==> config.mk <==
export PLATFORM = sky130hd
export DESIGN_NAME = spi_accel_responder
export DESIGN_NICKNAME = d
export VERILOG_FILES = /design/src/rtl/spi_accel_responder.sv
export SDC_FILE = /design/constraint.sdc
export NUM_CORES = 1
export LEC_CHECK = 0
export CAP_MARGIN = 20
export CORE_MARGIN = 2
export CORE_UTILIZATION = 35
export CTS_CLUSTER_SIZE = 25
export DETAILED_ROUTE_END_ITERATION = 10
export SKIP_CTS_REPAIR_TIMING = 1
export SYNTH_ARGS = -nofsm -noshare
export SYNTH_HDL_FRONTEND = slang
export SYNTH_SLANG_ARGS = --single-unit
export TNS_END_PERCENT = 20
==> constraint.sdc <==
create_clock -name clk -period 6.8 [get_ports clk]
set_input_delay 1.7 -clock clk [delete_from_list [all_inputs] [get_ports clk]]
set_output_delay 1.7 -clock clk [all_outputs]
set_load 0.005 [all_outputs]
==> src/rtl/spi_accel_responder.sv <==
// SPI mode-3 responder that stands in for the 3-axis accelerometer's register interface.
// All SPI pins are oversampled in the clk domain; SCLK must be >= 8x slower than clk.
module spi_accel_responder #(
  parameter logic [7:0] DEVID       = 8'hE5,
  parameter logic [7:0] BW_RATE_RST = 8'h0A
) (
  input  logic        clk,
  input  logic        rst,
  input  logic        spi_cs_n,
  input  logic        spi_sclk,
  input  logic        spi_sdi,
  output logic        spi_sdo,
  output logic        spi_sdo_oe,
  input  logic [15:0] data_x,
  input  logic [15:0] data_y,
  input  logic [15:0] data_z,
  input  logic        sample_valid,
  output logic        int1,
  output logic [7:0]  power_ctl,
  output logic [7:0]  data_format,
  output logic [7:0]  bw_rate,
  output logic        reg_wr,
  output logic [5:0]  reg_wr_addr
);

  localparam logic [5:0] AddrDevid     = 6'h00;
  localparam logic [5:0] AddrBwRate    = 6'h2C;
  localparam logic [5:0] AddrPowerCtl  = 6'h2D;
  localparam logic [5:0] AddrIntEnable = 6'h2E;
  localparam logic [5:0] AddrIntSource = 6'h30;
  localparam logic [5:0] AddrDataFmt   = 6'h31;
  localparam logic [5:0] AddrDataX0    = 6'h32;
  localparam logic [5:0] AddrDataZ1    = 6'h37;

  typedef enum logic [1:0] {StIdle, StCmd, StData} state_e;

  // Synchronizer and edge-history flops
  logic cs_s1_q, cs_s2_q, cs_prev_q;
  logic sclk_s1_q, sclk_s2_q, sclk_prev_q;
  logic sdi_s1_q, sdi_s2_q;

  state_e      state_q, state_d;
  logic [2:0]  bit_cnt_q, bit_cnt_d;
  logic [7:0]  rx_q, rx_d;
  logic [7:0]  tx_q, tx_d;
  logic        rw_q, rw_d;
  logic        mb_q, mb_d;
  logic [5:0]  addr_q, addr_d;
  logic        sdo_q, sdo_d;
  logic        sdo_oe_q, sdo_oe_d;
  logic [7:0]  bw_rate_q, bw_rate_d;
  logic [7:0]  power_ctl_q, power_ctl_d;
  logic [7:0]  int_enable_q, int_enable_d;
  logic [7:0]  data_format_q, data_format_d;
  logic        data_ready_q, data_ready_d;
  logic        int1_q, int1_d;
  logic        reg_wr_q, reg_wr_d;
  logic [5:0]  reg_wr_addr_q, reg_wr_addr_d;
  logic [15:0] x_q, x_d, y_q, y_d, z_q, z_d;
  logic [15:0] sh_x_q, sh_x_d, sh_y_q, sh_y_d, sh_z_q, sh_z_d;

  logic       sclk_rise, sclk_fall, cs_fall;
  logic [7:0] rx_byte;
  logic [5:0] next_addr;
  logic [5:0] rd_addr;
  logic [7:0] rd_byte;
  logic       dr_clr;

  assign sclk_rise = ~sclk_prev_q & sclk_s2_q;
  assign sclk_fall = sclk_prev_q & ~sclk_s2_q;
  assign cs_fall   = cs_prev_q & ~cs_s2_q;
  assign rx_byte   = {rx_q[6:0], sdi_s2_q};
  // MB wraps naturally at 0x3F -> 0x00 through the 6-bit add.
  assign next_addr = mb_q ? addr_q + 6'd1 : addr_q;
  // At end of CMD the address is still in the shift register; later bytes use the advanced one.
  assign rd_addr   = (state_q == StCmd) ? rx_byte[5:0] : next_addr;

  // Two-stage synchronizers for the asynchronous SPI pins, plus history for edge detect
  always_ff @(posedge clk) begin
    if (rst) begin
      cs_s1_q     <= 1'b1;
      cs_s2_q     <= 1'b1;
      cs_prev_q   <= 1'b1;
      sclk_s1_q   <= 1'b1;
      sclk_s2_q   <= 1'b1;
      sclk_prev_q <= 1'b1;
      sdi_s1_q    <= 1'b0;
      sdi_s2_q    <= 1'b0;
    end else begin
      cs_s1_q     <= spi_cs_n;
      cs_s2_q     <= cs_s1_q;
      cs_prev_q   <= cs_s2_q;
      sclk_s1_q   <= spi_sclk;
      sclk_s2_q   <= sclk_s1_q;
      sclk_prev_q <= sclk_s2_q;
      sdi_s1_q    <= spi_sdi;
      sdi_s2_q    <= sdi_s1_q;
    end
  end

  // Register-map read mux
  always_comb begin
    rd_byte = 8'h00;
    case (rd_addr)
      AddrDevid:     rd_byte = DEVID;
      AddrBwRate:    rd_byte = bw_rate_q;
      AddrPowerCtl:  rd_byte = power_ctl_q;
      AddrIntEnable: rd_byte = int_enable_q;
      AddrIntSource: rd_byte = {data_ready_q, 7'b0};
      AddrDataFmt:   rd_byte = data_format_q;
      6'h32:         rd_byte = sh_x_q[7:0];
      6'h33:         rd_byte = sh_x_q[15:8];
      6'h34:         rd_byte = sh_y_q[7:0];
      6'h35:         rd_byte = sh_y_q[15:8];
      6'h36:         rd_byte = sh_z_q[7:0];
      6'h37:         rd_byte = sh_z_q[15:8];
      default:       rd_byte = 8'h00;
    endcase
  end

  // Transaction FSM, register writes, sample capture and interrupt next-state
  always_comb begin
    state_d       = state_q;
    bit_cnt_d     = bit_cnt_q;
    rx_d          = rx_q;
    tx_d          = tx_q;
    rw_d          = rw_q;
    mb_d          = mb_q;
    addr_d        = addr_q;
    sdo_d         = sdo_q;
    sdo_oe_d      = ~cs_s2_q;
    bw_rate_d     = bw_rate_q;
    power_ctl_d   = power_ctl_q;
    int_enable_d  = int_enable_q;
    data_format_d = data_format_q;
    reg_wr_d      = 1'b0;
    reg_wr_addr_d = reg_wr_addr_q;
    x_d           = x_q;
    y_d           = y_q;
    z_d           = z_q;
    sh_x_d        = sh_x_q;
    sh_y_d        = sh_y_q;
    sh_z_d        = sh_z_q;
    dr_clr        = 1'b0;

    if (sample_valid) begin
      x_d = data_x;
      y_d = data_y;
      z_d = data_z;
    end

    unique case (state_q)
      StIdle: begin
        bit_cnt_d = 3'd0;
        if (cs_fall) begin
          state_d = StCmd;
          rx_d    = 8'h00;
          tx_d    = 8'h00;
          // Snapshot so a multi-byte sample read is coherent
          sh_x_d  = x_q;
          sh_y_d  = y_q;
          sh_z_d  = z_q;
        end
      end
      StCmd, StData: begin
        if (cs_s2_q) begin
          // Partial byte is simply dropped
          state_d = StIdle;
        end else if (sclk_rise) begin
          rx_d      = rx_byte;
          bit_cnt_d = bit_cnt_q + 3'd1;
          if (bit_cnt_q == 3'd7) begin
            if (state_q == StCmd) begin
              rw_d    = rx_byte[7];
              mb_d    = rx_byte[6];
              addr_d  = rx_byte[5:0];
              state_d = StData;
              tx_d    = rx_byte[7] ? rd_byte : 8'h00;
              dr_clr  = rx_byte[7] && (rx_byte[5:0] >= AddrDataX0) &&
                        (rx_byte[5:0] <= AddrDataZ1);
            end else begin
              if (!rw_q) begin
                reg_wr_d      = 1'b1;
                reg_wr_addr_d = addr_q;
                case (addr_q)
                  AddrBwRate:    bw_rate_d     = rx_byte;
                  AddrPowerCtl:  power_ctl_d   = rx_byte;
                  AddrIntEnable: int_enable_d  = rx_byte;
                  AddrDataFmt:   data_format_d = rx_byte;
                  default: ;
                endcase
              end
              addr_d = next_addr;
              tx_d   = rw_q ? rd_byte : 8'h00;
            end
          end
        end else if (sclk_fall) begin
          sdo_d = tx_q[7];
          tx_d  = {tx_q[6:0], 1'b0};
        end
      end
      default: state_d = StIdle;
    endcase

    // A new sample beats a same-cycle clear
    data_ready_d = sample_valid | (data_ready_q & ~dr_clr);
    int1_d       = data_ready_q & int_enable_q[7];
  end

  // State and register file
  always_ff @(posedge clk) begin
    if (rst) begin
      state_q       <= StIdle;
      bit_cnt_q     <= 3'd0;
      rx_q          <= 8'h00;
      tx_q          <= 8'h00;
      rw_q          <= 1'b0;
      mb_q          <= 1'b0;
      addr_q        <= 6'd0;
      sdo_q         <= 1'b0;
      sdo_oe_q      <= 1'b0;
      bw_rate_q     <= BW_RATE_RST;
      power_ctl_q   <= 8'h00;
      int_enable_q  <= 8'h00;
      data_format_q <= 8'h00;
      data_ready_q  <= 1'b0;
      int1_q        <= 1'b0;
      reg_wr_q      <= 1'b0;
      reg_wr_addr_q <= 6'd0;
      x_q           <= 16'h0000;
      y_q           <= 16'h0000;
      z_q           <= 16'h0000;
      sh_x_q        <= 16'h0000;
      sh_y_q        <= 16'h0000;
      sh_z_q        <= 16'h0000;
    end else begin
      state_q       <= state_d;
      bit_cnt_q     <= bit_cnt_d;
      rx_q          <= rx_d;
      tx_q          <= tx_d;
      rw_q          <= rw_d;
      mb_q          <= mb_d;
      addr_q        <= addr_d;
      sdo_q         <= sdo_d;
      sdo_oe_q      <= sdo_oe_d;
      bw_rate_q     <= bw_rate_d;
      power_ctl_q   <= power_ctl_d;
      int_enable_q  <= int_enable_d;
      data_format_q <= data_format_d;
      data_ready_q  <= data_ready_d;
      int1_q        <= int1_d;
      reg_wr_q      <= reg_wr_d;
      reg_wr_addr_q <= reg_wr_addr_d;
      x_q           <= x_d;
      y_q           <= y_d;
      z_q           <= z_d;
      sh_x_q        <= sh_x_d;
      sh_y_q        <= sh_y_d;
      sh_z_q        <= sh_z_d;
    end
  end

  assign spi_sdo     = sdo_q;
  assign spi_sdo_oe  = sdo_oe_q;
  assign int1        = int1_q;
  assign power_ctl   = power_ctl_q;
  assign data_format = data_format_q;
  assign bw_rate     = bw_rate_q;
  assign reg_wr      = reg_wr_q;
  assign reg_wr_addr = reg_wr_addr_q;

endmodule

==> reports/qor.yml <==
synth:
  synth.lib_cells_used.distinct: 68
  netlist_top_cells_area: "dfxtp_1, nand2_1, mux2i_1"
  synth.most_common_cell: "nand2_1"
  synth_edf_count: 0
  netlist_area_mm2: 0.00755
  synth_top_area_frac: 0.464
  synthTopCellsByCount: "nand2_1, dfxtp_1, a21oi_1, nor2_1, mux2i_1"
  synth_top_area_cell: "dfxtp_1"
  synth-seq-cells: 175
  synth_flop_cell: "dfxtp_1"
  synthArstFlopShare: 0
  yosysWarnings: 0
  synth_nets: 952
  ys_seq_area_frac: 0.464
  syn-instance-count: 888
  syn_area_per_cell_um2: 8.50
power_and_ir_drop:
  p_per_area_mw_per_mm2: 245
  p_switching_mw: 0.524
  total_power_mw: 2.23
  power_frac_clock: 0.451
  switching_share: 0.234
  leakagePower_nw: 3.31
  p_comb_frac: 0.071
  p_int_mw: 1.71
  irDropWorstVdd_v: 0.000151
  seqPwrFrac: 0.477
clock_tree:
  clkTransAtPathRegs_ns: 0.07
  h-tree-depth: 4
  clk_latency_ns: 0.43
  clkSinkCount: 175
  clock-root-buffer: "clkbuf_16"
  tritoncts: "yes"
  cts_buffers: 17
  clk_path_buf_depth: 2
timing:
  fin_tns_setup_ns: 0
  worst_slew_pin_slew_ns: 1.01
  max_freq_ghz: 0.267
  slew_violations: 0
  hold_viol: 0
  layout_min_cycle_time_ns: 3.74
  rsz0062_at_grt: "no"
  finalSetupViolCount: 0
  period_share: 0.551
  maxSlewHeadroom: 0.325
  timing.hold.ws_ns: 0.412
  fin_skew_ns: 0.00794
placement:
  place_congestion: 0.908
  dp_hpwl_um: 13800
  io_buffers: 87
  dpl-instance-area_mm2: 0.00851
  placedCellCount: 1189
global_routing:
  antenna_found_initial: 0
  grt_max_degree: 89
  first_global_vias: 5998
  grt_usage: 0.182
  grt_overflow: 0
  grt_pass1_wl_um: 32300
worst_setup_path:
  crit_fanout: 27
  slowest_delay_ns: 0.76
  crit_cells: 8
  cp_top_family: "simple AND/OR/NAND/NOR gates"
  required_ns: 7.12
  reg2reg_to: "bw_rate[3]"
  end_kind: "register"
  crit_path_start_kind: "register"
  r2r_start: "state_q[1]"
  cpMostUsedCell: "nand2_1"
  path_cells: "inv_1, ha_1, nand4b_1, nor3_2, nand2_1, nor3_4, nand2_1, a211o_1"
  crit_start: "state_q[1]"
  cp.arrival_ns: 4.07
  crit_path_top_delay_cell: "nor3_4"
  ff2ff_path_depth: 8
  critPathKind: "register to register"
  r2r_slack_ns: 3.06
  cp.buffers_inverters: 1
  crit_path_end: "bw_rate[3]"
status:
  status: "finished, final reports clean"
route:
  wl_met1_um: 9670
  drtIter0Drc: 756
  detail-route-antenna-nets: 0
  dr_total_vias: 6355
  wire_per_inst_um: 16.5
  via_per_inst: 5.20
  drc_errors: 0
  dr_wl_met3_um: 1110
  dr_wl_met2_um: 8870
  highest_layer: "met4"
  first_pass_iters: 5
  drt_wl_total_um: 20200
job:
  drv_cap: 0
layout:
  area_growth_pct: 20.8
  drive_above_1_share: 0.0729
  diodes: 0
  final_area_mm2: 0.00912
  final_cells: 1221
  nets: 997
die:
  fp.dieH_um: 151
  start_util: 0.358
  die_x_um: 151
  rows: 53
  design.core.area_mm2: 0.0211
  die_area_mm2: 0.0228
  boundaryPins: 88
min_path:
  hp-class: "register to register"
==> worst register-to-register path, delay by kind of cell, from the launching register on <==
family | cells | cell delay [ns]
adders and majority gates | 1 | 0.51
DFF | 1 | 0.34
AOI/OAI and AO/OA | 1 | 0.37
and+or+nand+nor | 5 | 2.36
buffers and inverters | 1 | 0.06
==> logic make-up after synthesis <==
kind of cell / synth area share
compound gates: 0.151
mux: 0.0967
fa+ha+maj: 0.0166
buf+inv: 0.0429
simple gates: 0.223
xor+xnor: 0.00580
flops: 0.464
==> layout by cell type (no fill, tap or decap), types with 10 or more instances in the layout <==
master           synthesis  layout
a221oi_1                10      10
nand2_1                182     182
o21ai_0                 11      11
clkbuf_16                0      17
ha_1                    10      10
a21oi_1                104     104
nand3_1                 35      35
nor2_1                  84      84
mux2i_1                 68      68
clkdlybuf4s50_1          0      85
dfxtp_1                175     175
==> cell type report <==
class                   instances  area [um2]
fillers                      2148       12000
repair buffers                 93         908
inverters                       9        33.8
multi-input cells             637        3720
clock inverters                12         159
flip-flops and latches        175        3500
well taps                     275         344
clock buffers                  20         447
==> power groups by stage <==
stage	clock (mW)	combinational [mW]	sequential, mW
after CTS	1.03	0.160	1.07
final	1.01	0.159	1.07
after global routing	1.07	0.176	1.07
after floorplan	0	0.108	1.08
after detailed placement	0	0.159	1.09
after global placement	0	0.158	1.09
==> routing by layer <==
layer / track usage / vias to the layer above
met3: 0.0337 / 36
met5: 0 / -
met4: 0.0734 / 0
li1: - / 3169
met1: 0.256 / 2965
met2: 0.276 / 185
==> worst min path at each step <==
| stage | from | slack [ns] | depth (start not counted) | end |
|---|---|---|---|---|
| floorplan | cs_s1_q | 0.39 | 1 | cs_s2_q |
| detailed placement | cs_s1_q | 0.40 | 1 | cs_s2_q |
| CTS | cs_s1_q | 0.41 | 1 | cs_s2_q |
| finish | cs_s1_q | 0.41 | 1 | cs_s2_q |
| global placement | cs_s1_q | 0.39 | 1 | cs_s2_q |
| global route | cs_s1_q | 0.42 | 1 | cs_s2_q |
==> through the flow <==
step	worst slack [ns]	util
after detailed placement	3.12	0.404
after CTS	3.09	0.432
after global placement	3.08	0.404
after global routing	2.73	0.432
final	3.06	0.432
after floorplan	3.66	-
==> state kept, by name, summed over array words and instances (netlist names), 16 cells and up <==
signal / flops
sh_x_q: 16
sh_y_q: 16
sh_z_q: 16
x_q: 16
y_q: 16
z_q: 16
Power figures use the tool's default switching activity.
